**config.mk**
```make
export PLATFORM = sky130hd
export DESIGN_NAME = imem_arbiter_flat
export DESIGN_NICKNAME = d
export VERILOG_FILES = /design/src/rtl/imem_arbiter_if.sv /design/src/rtl/imem_arbiter.sv /design/src/flat_wrapper.sv
export SDC_FILE = /design/constraint.sdc
export NUM_CORES = 1
export LEC_CHECK = 0
export CAP_MARGIN = 10
export CORE_MARGIN = 4
export CORE_UTILIZATION = 55
export DETAILED_ROUTE_END_ITERATION = 12
export GPL_ROUTABILITY_DRIVEN = 0
export PLACE_DENSITY = 0.8
export SLEW_MARGIN = 20
export SYNTH_ARGS = -nofsm -noshare
export SYNTH_HDL_FRONTEND = slang
export SYNTH_SLANG_ARGS = --single-unit
```
**constraint.sdc**
```tcl
create_clock -name clk -period 2.3 [get_ports clk]
set_clock_uncertainty 0.15 [all_clocks]
set_input_delay 0.345 -clock clk [delete_from_list [all_inputs] [get_ports clk]]
set_output_delay 0.345 -clock clk [all_outputs]
set_load 0.02 [all_outputs]
```
**src/rtl/imem_arbiter_if.sv**
```systemverilog
// imem_arbiter_if: host-loader and fetch port bundle for the instruction memory arbiter
interface imem_arbiter_if #(parameter int AW = 5, parameter int DW = 8);
    logic          load_mode;
    logic          p0_req;
    logic          p0_we;
    logic [AW-1:0] p0_addr;
    logic [DW-1:0] p0_wdata;
    logic          p0_gnt;
    logic          p0_rvalid;
    logic [DW-1:0] p0_rdata;
    logic          p1_req;
    logic [AW-1:0] p1_addr;
    logic          p1_gnt;
    logic          p1_rvalid;
    logic [DW-1:0] p1_rdata;
    logic [15:0]   conflict_cnt;
    modport master (
        output load_mode, p0_req, p0_we, p0_addr, p0_wdata, p1_req, p1_addr,
        input  p0_gnt, p0_rvalid, p0_rdata, p1_gnt, p1_rvalid, p1_rdata, conflict_cnt
    );
    modport slave (
        input  load_mode, p0_req, p0_we, p0_addr, p0_wdata, p1_req, p1_addr,
        output p0_gnt, p0_rvalid, p0_rdata, p1_gnt, p1_rvalid, p1_rdata, conflict_cnt
    );
endinterface

```
**src/rtl/imem_arbiter.sv**
```systemverilog
// imem_arbiter: round-robin two-port arbiter owning the 2^AW x DW instruction memory
module imem_arbiter #(parameter int AW = 5, parameter int DW = 8) (
    input logic          clk,
    input logic          rst_n,
    imem_arbiter_if.slave bus
);
    logic [DW-1:0] mem_q [0:2**AW-1];
    logic          last_q, last_d;
    logic          p0_rvalid_q, p0_rvalid_d, p1_rvalid_q, p1_rvalid_d;
    logic [DW-1:0] p0_rdata_q, p0_rdata_d, p1_rdata_q, p1_rdata_d;
    logic [15:0]   cnt_q, cnt_d;
    logic          p1_eff, both, g0, g1, rd0;
    always_comb begin
        p1_eff      = bus.p1_req & ~bus.load_mode;
        both        = bus.p0_req & p1_eff;
        g0          = ~rst_n & bus.p0_req & (~p1_eff | last_q);
        g1          = ~rst_n & p1_eff & (~bus.p0_req | ~last_q);
        rd0         = g0 & ~bus.p0_we;
        last_d      = g0 ? 1'b0 : g1 ? 1'b1 : last_q;
        p0_rvalid_d = rd0;
        p1_rvalid_d = g1;
        p0_rdata_d  = rd0 ? mem_q[bus.p0_addr] : p0_rdata_q;
        p1_rdata_d  = g1 ? mem_q[bus.p1_addr] : p1_rdata_q;
        cnt_d       = (both && cnt_q != 16'hFFFF) ? cnt_q + 16'd1 : cnt_q;
    end
    always_ff @(posedge clk) begin
        if (rst_n) begin
            last_q      <= 1'b1;
            p0_rvalid_q <= 1'b0;
            p1_rvalid_q <= 1'b0;
            p0_rdata_q  <= '0;
            p1_rdata_q  <= '0;
            cnt_q       <= '0;
        end else begin
            last_q      <= last_d;
            p0_rvalid_q <= p0_rvalid_d;
            p1_rvalid_q <= p1_rvalid_d;
            p0_rdata_q  <= p0_rdata_d;
            p1_rdata_q  <= p1_rdata_d;
            cnt_q       <= cnt_d;
        end
    end
    always_ff @(posedge clk) begin
        if (g0 && bus.p0_we) mem_q[bus.p0_addr] <= bus.p0_wdata;
    end
    // Reset masks a read return that is already in flight
    assign bus.p0_gnt       = g0;
    assign bus.p1_gnt       = g1;
    assign bus.p0_rvalid    = p0_rvalid_q & ~rst_n;
    assign bus.p1_rvalid    = p1_rvalid_q & ~rst_n;
    assign bus.p0_rdata     = p0_rdata_q;
    assign bus.p1_rdata     = p1_rdata_q;
    assign bus.conflict_cnt = cnt_q;
endmodule

```
**src/flat_wrapper.sv**
```systemverilog
// flat-port wrapper written by rule: the top's interface ports become plain ports
module imem_arbiter_flat 
#(parameter int AW = 5, parameter int DW = 8)
  (clk, rst_n, bus_load_mode, bus_p0_req, bus_p0_we, bus_p0_addr, bus_p0_wdata, bus_p1_req, bus_p1_addr, bus_p0_gnt, bus_p0_rvalid, bus_p0_rdata, bus_p1_gnt, bus_p1_rvalid, bus_p1_rdata, bus_conflict_cnt);
  imem_arbiter_if #(.AW(AW), .DW(DW)) bus_i ();
  input logic clk;
  input logic rst_n;
  input wire logic [$bits(bus_i.load_mode)-1:0] bus_load_mode;
  input wire logic [$bits(bus_i.p0_req)-1:0] bus_p0_req;
  input wire logic [$bits(bus_i.p0_we)-1:0] bus_p0_we;
  input wire logic [$bits(bus_i.p0_addr)-1:0] bus_p0_addr;
  input wire logic [$bits(bus_i.p0_wdata)-1:0] bus_p0_wdata;
  input wire logic [$bits(bus_i.p1_req)-1:0] bus_p1_req;
  input wire logic [$bits(bus_i.p1_addr)-1:0] bus_p1_addr;
  output wire logic [$bits(bus_i.p0_gnt)-1:0] bus_p0_gnt;
  output wire logic [$bits(bus_i.p0_rvalid)-1:0] bus_p0_rvalid;
  output wire logic [$bits(bus_i.p0_rdata)-1:0] bus_p0_rdata;
  output wire logic [$bits(bus_i.p1_gnt)-1:0] bus_p1_gnt;
  output wire logic [$bits(bus_i.p1_rvalid)-1:0] bus_p1_rvalid;
  output wire logic [$bits(bus_i.p1_rdata)-1:0] bus_p1_rdata;
  output wire logic [$bits(bus_i.conflict_cnt)-1:0] bus_conflict_cnt;
  assign bus_i.load_mode = bus_load_mode;
  assign bus_i.p0_req = bus_p0_req;
  assign bus_i.p0_we = bus_p0_we;
  assign bus_i.p0_addr = bus_p0_addr;
  assign bus_i.p0_wdata = bus_p0_wdata;
  assign bus_i.p1_req = bus_p1_req;
  assign bus_i.p1_addr = bus_p1_addr;
  assign bus_p0_gnt = bus_i.p0_gnt;
  assign bus_p0_rvalid = bus_i.p0_rvalid;
  assign bus_p0_rdata = bus_i.p0_rdata;
  assign bus_p1_gnt = bus_i.p1_gnt;
  assign bus_p1_rvalid = bus_i.p1_rvalid;
  assign bus_p1_rdata = bus_i.p1_rdata;
  assign bus_conflict_cnt = bus_i.conflict_cnt;
  imem_arbiter #(.AW(AW), .DW(DW)) u_core (.clk(clk), .rst_n(rst_n), .bus(bus_i));
endmodule
```
### Word level (Yosys, flattened, before mapping)

Memories as Yosys holds them, arrays and structs flattened. A register that Yosys moved wholly into a read port is not among the register bits.
Index checks and enable logic that the tools add are counted.

* flip-flop bits (word level): 19
* memory bits (writable): 256
* input port bits: 24
* output and inout port bits: 36
* word-level logic and storage cells: 31
* memories kept: 1

Memories
* u_core.mem_q: words 32, width 8, rd ports 2, clocked after Yosys merged registers in 2, wr ports 1, line imem_arbiter.sv:7 `logic [DW-1:0] mem_q [0:2**AW-1];`

* $add $sub $neg: 1
* equal/unequal tests: 1
* muxes and demuxes: 4
* bitwise gates (word level): 17
* reductions and logical operators: 3

Operators with widths (count)
* $add 16x1->16 const B: 1
* $ne 16x16->1 const B: 1
* $and 1x1->1: 9
* $not 1->1: 6
* $mux 1: 4
* $logic_and 1x1->1: 2
* $or 1x1->1: 2
* $reduce_bool 2->1: 1

### Longest topological paths before layout

Gate-level depths: netlist of run 1.

* depth in word-level cells: 8
* mapped depth: 7
* mapped depth without buffers: 6

### Worst setup path before layout of run 1

No wires, ideal clock.

* kind: input port to flip-flop
* start: input bus_p1_req
* end: memory u_core.mem_q[0][0] (enable)
* setup time: 0.370 ns
* arrival time: 2.123 ns
* required time: 1.780 ns
* path slack: -0.343 ns
* stages on the path: 6
* path buffers: 1
* path through: nor3b_1 > nor3_1 > nand2_1 > or3_1 > clkbuf_1 > nor2_1

* word-level cells in the longest chain between the ends: 7

RTL lines
* start, declared: line flat_wrapper.sv:13 `input wire logic [$bits(bus_i.p1_req)-1:0] bus_p1_req;`
* $and 1x1->1: line imem_arbiter.sv:14 `p1_eff = bus.p1_req & ~bus.load_mode;`
* $not 1->1: line imem_arbiter.sv:16 `g0 = ~rst_n & bus.p0_req & (~p1_eff | last_q);`
* $or 1x1->1: line imem_arbiter.sv:16
* $and 1x1->1: line imem_arbiter.sv:16
* named net bus_p0_gnt: line flat_wrapper.sv:15 `output wire logic [$bits(bus_i.p0_gnt)-1:0] bus_p0_gnt;`
* $logic_and 1x1->1: line imem_arbiter.sv:44 `if (g0 && bus.p0_we) mem_q[bus.p0_addr] <= bus.p0_wdata;`
* $mux 1: line imem_arbiter.sv:44
* $mux 1 (implied by the code): line imem_arbiter.sv:44
* end, declared: line imem_arbiter.sv:7

The timed path passes the listed nets, and every way through them passes these cells.

==> metrics.txt, run 1 <==
initial antenna violation count 2; postcts setup bufs 0; DP Cell Count 1355; DRT antenna net count 0; PortBufs between 50 and 60; proportion of layout cells with a drive suffix above 1 about 27%; Rel. slew slack roughly 65%; clock transition at the registers of the reported paths 60 ps; syn_nets 900; Sink Count between 200 and 300; grt total ovfl 0; footprint of the multi-input gates 0.00486 mm²; Compound-Gate Fraction of Synth Area 8.05%; status finished, final reports clean; ys async rst share 0%; RSZ-0062 raised after global routing no; area grow syn2layout 22.8%; maximum vdd drop 750 µV; first-pass GRT wire length 56.1 mm; # IOs 60; sequential element share of the synthesized area roughly three fifths; via count 9196; dpl ws -430 ps; nets 1087; final setup margin 43.4 ps; yosys warns 0; CTS tree built; post-synthesis mux area share 20.2%; vias per cell around 6.5; Reg area 0.00839 mm²; Mapped Avg Cell Area 15.5 µm²; Initial DRC Count 1493; Post-Synth Simple-Gate Area 6.07%; Die H roughly 160 µm; Worst-Margin Slew 518 ps; FILL cells 1620; Post-Syn Instances 875; CTS Buffer Depth 3; Hold Path Class reg -> reg; final hold slack 354 ps; DRC viols 0; Final Critical Period 2260 ps; setup violators final 0; die area 0.0272 mm²; Total Neg Setup Slack 0 ps; final hold violations 0; highest clock rate 443 MHz; Yosys cell types between 40 and 50; WL final 38.0 mm; main combinational cell family by area after synthesis multiplexers; WL per Instance 27.0 µm; max-cap viol count 0; WP data required 2600 ps; CP max FO 32; Post-DP HPWL 26.3 mm; CP Class in -> reg; Layout Cells excl Fill about 1400; TritonRoute pass-1 iters 5; CTS H-Tree Depth 1; Num CTS Buffers 29; # rows 57; synthesized cell area 0.0135 mm²; Core ar. 0.0242 mm²; root buffer cell clkbuf_16; fraction of the mapped netlist area in adder cells 0.0924%; vias in the first global route 9097; Worst Path Arrival 2560 ps; Total GRT Usage 27.9%; initial core utilization 55.9%; Top FF cell, synth edfxtp_1; Core Util, Final 68.6%; post-route clock period utilization 98.1%; Pwr per Cell Area approximately 680 mW/mm²; synthesis-stage register bit count 291; crit end category flip-flop; register-to-register setup slack between 100 and 150 ps; Post-synth EDFFs roughly 260; largest net degree at the start of global routing 33; P_leak 5.87 nW; XOR/XNOR Fraction of Synth Area 0.841%; crit start category input port; die width approximately 160 µm; clk_lat worst skew 560 ps; count of pins over their slew limit 0
[registers in the layout (all words and copies together), names as in the netlist]
name,flops
u_core.bus.p1_rdata,8
u_core.p0_rvalid_q,1
u_core.bus.p0_rdata,8
u_core.bus.conflict_cnt,16
u_core.p1_rvalid_q,1
u_core.mem_q,256
u_core.last_q,1
[logic make-up after synthesis]
logic type	Yosys count
buffers and inverters	68
and+or+nand+nor	156
AOI/OAI and AO/OA	153
xor gates and xnor gates	13
muxes	193
adders and majority gates	1
DFF	291
[final cells by class]
cell class / instances / area share (%)
tap: 324 / 2.44
sequential: 291 / 50.4
multi-input combinational: 516 / 29.2
clock buffer: 38 / 4.57
timing repair buffer: 221 / 12.5
inverter: 3 / 0.0677
antenna: 1 / 0.0150
clock inverter: 14 / 0.722
[critical path, stage by stage]
cell             delay (ps)
clkdlybuf4s50_1         470
buf_4                   170
nor2b_2                 160
buf_12                  170
a22oi_1                 250
a21oi_1                 200
or4_1                   530
a211oi_1                260
[per-layer routing]
layer / track usage (%) / part of all wire (%) / vias to the layer above
met4: 9.91 / 3.9 / 4
met5: 0 / 0.055 / -
met1: 36.1 / 36 / 4519
met3: 7.41 / 11 / 108
li1: - / - / 3931
met2: 46.1 / 48 / 634
[layout by cell type, fill, tap and decap left out, types with 6 or more instances in the layout]
master / instances
clkbuf_1: 9
o211ai_1: 6
a22oi_1: 80
buf_4: 140
nor2_4: 8
clkdlybuf4s50_1: 53
xor2_1: 9
nor2_1: 56
and4_1: 6
buf_12: 22
a21oi_1: 38
a311oi_1: 9
clkbuf_16: 29
clkinv_1: 6
a22o_1: 7
mux4_2: 64
nand2_1: 20
dfxtp_1: 35
mux2i_1: 129
or4_1: 9
and3_1: 8
edfxtp_1: 256
[timing repair]
action                                  CTS  global route
endpoints found under the setup margin    2             5
resized for setup                         3             5
pin swaps                                 0             0
endpoints found under the hold margin     0             0
hold buffers                              0             0
[stage by stage]
step / power [W] / area (µm²)
finish: 0.0113 / 16600
global route: 0.0117 / 16600
CTS: 0.0114 / 16600
detailed placement: 0.00699 / 15700
global placement: 0.00697 / 15700
floorplan: 0.00645 / 13600
[synth_stat cells (4+ instances only)]
library cell	n	area (µm²)
edfxtp_1	256	7690
mux2i_1	129	1290
a22oi_1	81	608
nor2_1	67	251
mux4_2	64	1440
a21oi_1	38	190
dfxtp_1	35	701
clkbuf_1	31	116
nand2_1	20	75.1
or4_1	10	75.1
a311oi_1	9	78.8
buf_2	9	45.0
buf_6	9	101
xor2_1	9	78.8
and3_1	8	50.1
buf_4	8	60.1
a22o_1	7	61.3
nor2b_1	7	43.8
and4_1	6	52.6
buf_1	6	22.5
o211ai_1	6	45.0
a211oi_1	5	37.5
nand4_1	4	25.0
nor3_1	4	20.0
xnor2_1	4	35.0
[worst paths after layout]
check / to / startpoint / cells after the start
max: u_core.bus.p1_rdata[4] / bus_p1_addr[1] / 8
min: u_core.bus.p0_rdata[4] / u_core.bus.p0_rdata[4] / 2
max reg2reg: u_core.bus.p0_rdata[5] / u_core.mem_q[3][5] / 5
min reg2reg: u_core.bus.p0_rdata[4] / u_core.bus.p0_rdata[4] / 2
[power by group]
group | leakage (nW) | total, W | switching (W) | internal [W]
Combinational | 2.85 | 0.00111 | 0.000608 | 0.000500
Clock | 0.430 | 0.00444 | 0.00190 | 0.00253
Sequential | 2.59 | 0.00579 | 0.0000231 | 0.00577
No activity file was read; power rests on OpenSTA's default activity.
==> run 2: changes to the inputs <==
--- a/config.mk
+++ b/config.mk
@@ -10,6 +10,7 @@
 export CORE_UTILIZATION = 55
 export DETAILED_ROUTE_END_ITERATION = 12
 export GPL_ROUTABILITY_DRIVEN = 0
+export GPL_TIMING_DRIVEN = 0
 export PLACE_DENSITY = 0.8
 export SLEW_MARGIN = 20
 export SYNTH_ARGS = -nofsm -noshare
==> run 2 against run 1 <==
Net effect: routed wire length up 5.4%; final area decreased by 3.0%; largest power group unchanged; register-to-register slack lost 30 ps; die area did not move; largest cell class unchanged; non-clock buffer count fell by 86; utilization is 2.0 points lower; global-route usage up 1.5 points; the flow now finishes with violations (negative setup slack); power up 5.7%; worst hold slack got worse by 130 ps; critical endpoint is now u_core.bus.p0_rdata[1]; via count is 0.20% higher; clock power is 15% higher; first-iteration DRC count is 2.2% higher.
==> metrics.txt, run 2 (same netlist as run 1, synthesis figures left out) <==
status complete, but fails checks (was finished, final reports clean); failing checks negative setup slack; Num CTS Buffers 30 (was 29); maximum vdd drop 782 µV (was 750 µV); switching power 0.00271 W (was 0.00254 W); Clk pwr share 42.7% (was 39.1%); DP Cell Count 1254 (was 1355); Pwr per Cell Area 743 mW/mm² (was 682 mW/mm²); post-route clock period utilization 102% (was 98.1%); Hold Path Class in -> reg (was reg -> reg); most frequent cells in the layout edfxtp_1 (256), mux2i_1 (129), mux4_2 (64), a22oi_1 (51), clkdlybuf4s50_1 (41) (was edfxtp_1 (256), buf_4 (140), mux2i_1 (129), a22oi_1 (80), mux4_2 (64)); Final Critical Period 2360 ps (was 2260 ps); Worst Path Arrival 2650 ps (was 2560 ps); Layout Cells excl Fill 1325 (was 1408); grt total ovfl 0 (unchanged); register name with the most flops u_core.mem_q (unchanged); Rel. slew slack 52.3% (was 65.5%); final hold slack 223 ps (was 354 ps); vias per cell 6.95 (was 6.53); max-cap viol count 0 (unchanged); setup violators final 3 (was 0); Total GRT Usage 29.5% (was 27.9%); # rows 57 (unchanged); Die H 165 µm (unchanged); Sink Count 291 (unchanged); CTS Buffer Depth 3 (unchanged); clk_lat worst skew 560 ps (about the same); PortBufs 55 (was 59); Worst Hold Launch bus_p0_wdata[3] (was u_core.bus.p0_rdata[4]); crit end category flip-flop (unchanged); register-to-register setup slack 80 ps (was 110 ps); WL final 40.1 mm (was 38.0 mm); Worst Reg-to-Reg Cells 7 (was 5); initial antenna violation count 0 (was 2); final setup margin -55.4 ps (was 43.4 ps); Worst-Margin Slew 716 ps (was 518 ps); Core ar. 0.0242 mm² (unchanged); Worst Setup SP bus_p0_addr[3] (was bus_p1_addr[1]); worst-path cell chain clkdlybuf4s50_1, clkbuf_4, nor3_2, a22oi_1, and3_1, a311oi_1 (was clkdlybuf4s50_1, buf_4, nor2b_2, buf_12, a22oi_1, a21oi_1, or4_1, a211oi_1); proportion of layout cells with a drive suffix above 1 26.6% (was 27.1%); crit start category input port (unchanged); dpl ws -1260 ps (was -430 ps); die width 165 µm (unchanged); first-pass GRT wire length 58.0 mm (was 56.1 mm); CP max FO 10 (was 32); die area 0.0272 mm² (unchanged); most common cell after layout, fill and taps aside edfxtp_1 (unchanged); clock transition at the registers of the reported paths 60 ps (about the same); max reg flops 256 (unchanged); WP data required 2600 ps (about the same); Logic pwr share 9.0% (was 9.8%); via count 9214 (was 9196); count of pins over their slew limit 0 (unchanged); initial core utilization 55.9% (unchanged); Worst Path Buf+Inv 2 (was 3); P_leak 5.41 nW (was 5.87 nW); final hold violations 0 (unchanged); CTS tree built (unchanged); # IOs 60 (unchanged); DRT antenna net count 0 (unchanged); Post-DP HPWL 26.9 mm (was 26.3 mm); DRC viols 0 (unchanged); Total Neg Setup Slack -64.7 ps (was 0 ps); CP delay by family, top simple AND/OR/NAND/NOR gates (was buffers and inverters); largest net degree at the start of global routing 33 (unchanged); slowest CP cell nor3_2 (was or4_1); root buffer cell clkbuf_16 (unchanged); RR Startpoint u_core.last_q (was u_core.mem_q[3][5]); RR Endpoint u_core.mem_q[0][4] (was u_core.bus.p0_rdata[5]); area grow syn2layout 19.1% (was 22.8%); Initial DRC Count 1526 (was 1493); Hold Crit Endpoint u_core.mem_q[12][3] (was u_core.bus.p0_rdata[4]); highest clock rate 425 MHz (was 443 MHz); CP Class in -> reg (unchanged); vias in the first global route 8815 (was 9097); nets 1002 (was 1087); TritonRoute pass-1 iters 8 (was 5); internal cell power 0.00928 W (was 0.00880 W); CP max stage delay 600 ps (was 530 ps); CTS H-Tree Depth 1 (unchanged); Reg power frac 48.3% (was 51.1%); WL per Instance 30.2 µm (was 27.0 µm); RSZ-0062 raised after global routing yes (was no); hold path cells 1 (was 2); switching share of power 22.6% (was 22.4%); Antenna Cells 0 (was 1)
==> run 2: how the worst max path moves through the flow <==
stage	end	slack [ps]	cells after the start
2_1_floorplan	u_core.mem_q[26][0]	-80	6
3_3_place_gp	u_core.mem_q[3][7]	-1250	6
3_5_place_dp	u_core.mem_q[23][1]	-1260	6
4_1_cts	u_core.mem_q[24][1]	0.7	7
5_1_grt	u_core.bus.p0_rdata[1]	-60	7
6_report	u_core.bus.p0_rdata[1]	-60	6
==> run 2: timing repair <==
action	4_1_cts	5_1_grt
resized for setup	87	46
hold buffers	0	0
endpoints found under the hold margin	0	0
setup buffers	8	7
setup endpoints to repair	220	226
pin swaps	7	3
==> run 2: metal layers <==
metal | up-vias | global-route usage [%] | share of wire [%] | routed length, µm
met5 | - | 0 | 0 | 0
met4 | 0 | 12.8 | 5.7 | 2290
met3 | 158 | 7.24 | 13 | 5400
met2 | 751 | 46.7 | 46 | 18600
met1 | 4537 | 39.2 | 34 | 13800
li1 | 3768 | - | - | -
==> run 2: area by class of cell <==
| type | count | area (µm²) |
|---|---|---|
| Clock inverter | 22 | 259 |
| Timing Repair Buffer | 70 | 644 |
| Fill cell | 1656 | 8120 |
| Clock buffer | 34 | 787 |
| Buffer | 65 | 432 |
| Tap cell | 324 | 405 |
| Sequential cell | 291 | 8390 |
| Inverter | 3 | 11.3 |
| Multi-Input combinational cell | 516 | 5200 |
==> run 2: power by group through the flow <==
stage	clock (W)	combinational (W)	sequential, W
global route	0.00537	0.00110	0.00579
global placement	0	0.000957	0.00590
detailed placement	0	0.000970	0.00590
finish	0.00512	0.00108	0.00579
floorplan	0	0.000535	0.00592
CTS	0.00513	0.00101	0.00579
==> run 2: through the flow <==
| stage | utilization [%] | total power (W) | area [µm²] |
|---|---|---|---|
| detailed placement | 60.0 | 0.00687 | 14600 |
| global placement | 60.1 | 0.00686 | 14600 |
| finish | 66.5 | 0.0120 | 16100 |
| floorplan | - | 0.00645 | 13600 |
| CTS | 65.7 | 0.0119 | 15900 |
| global route | 66.5 | 0.0123 | 16100 |
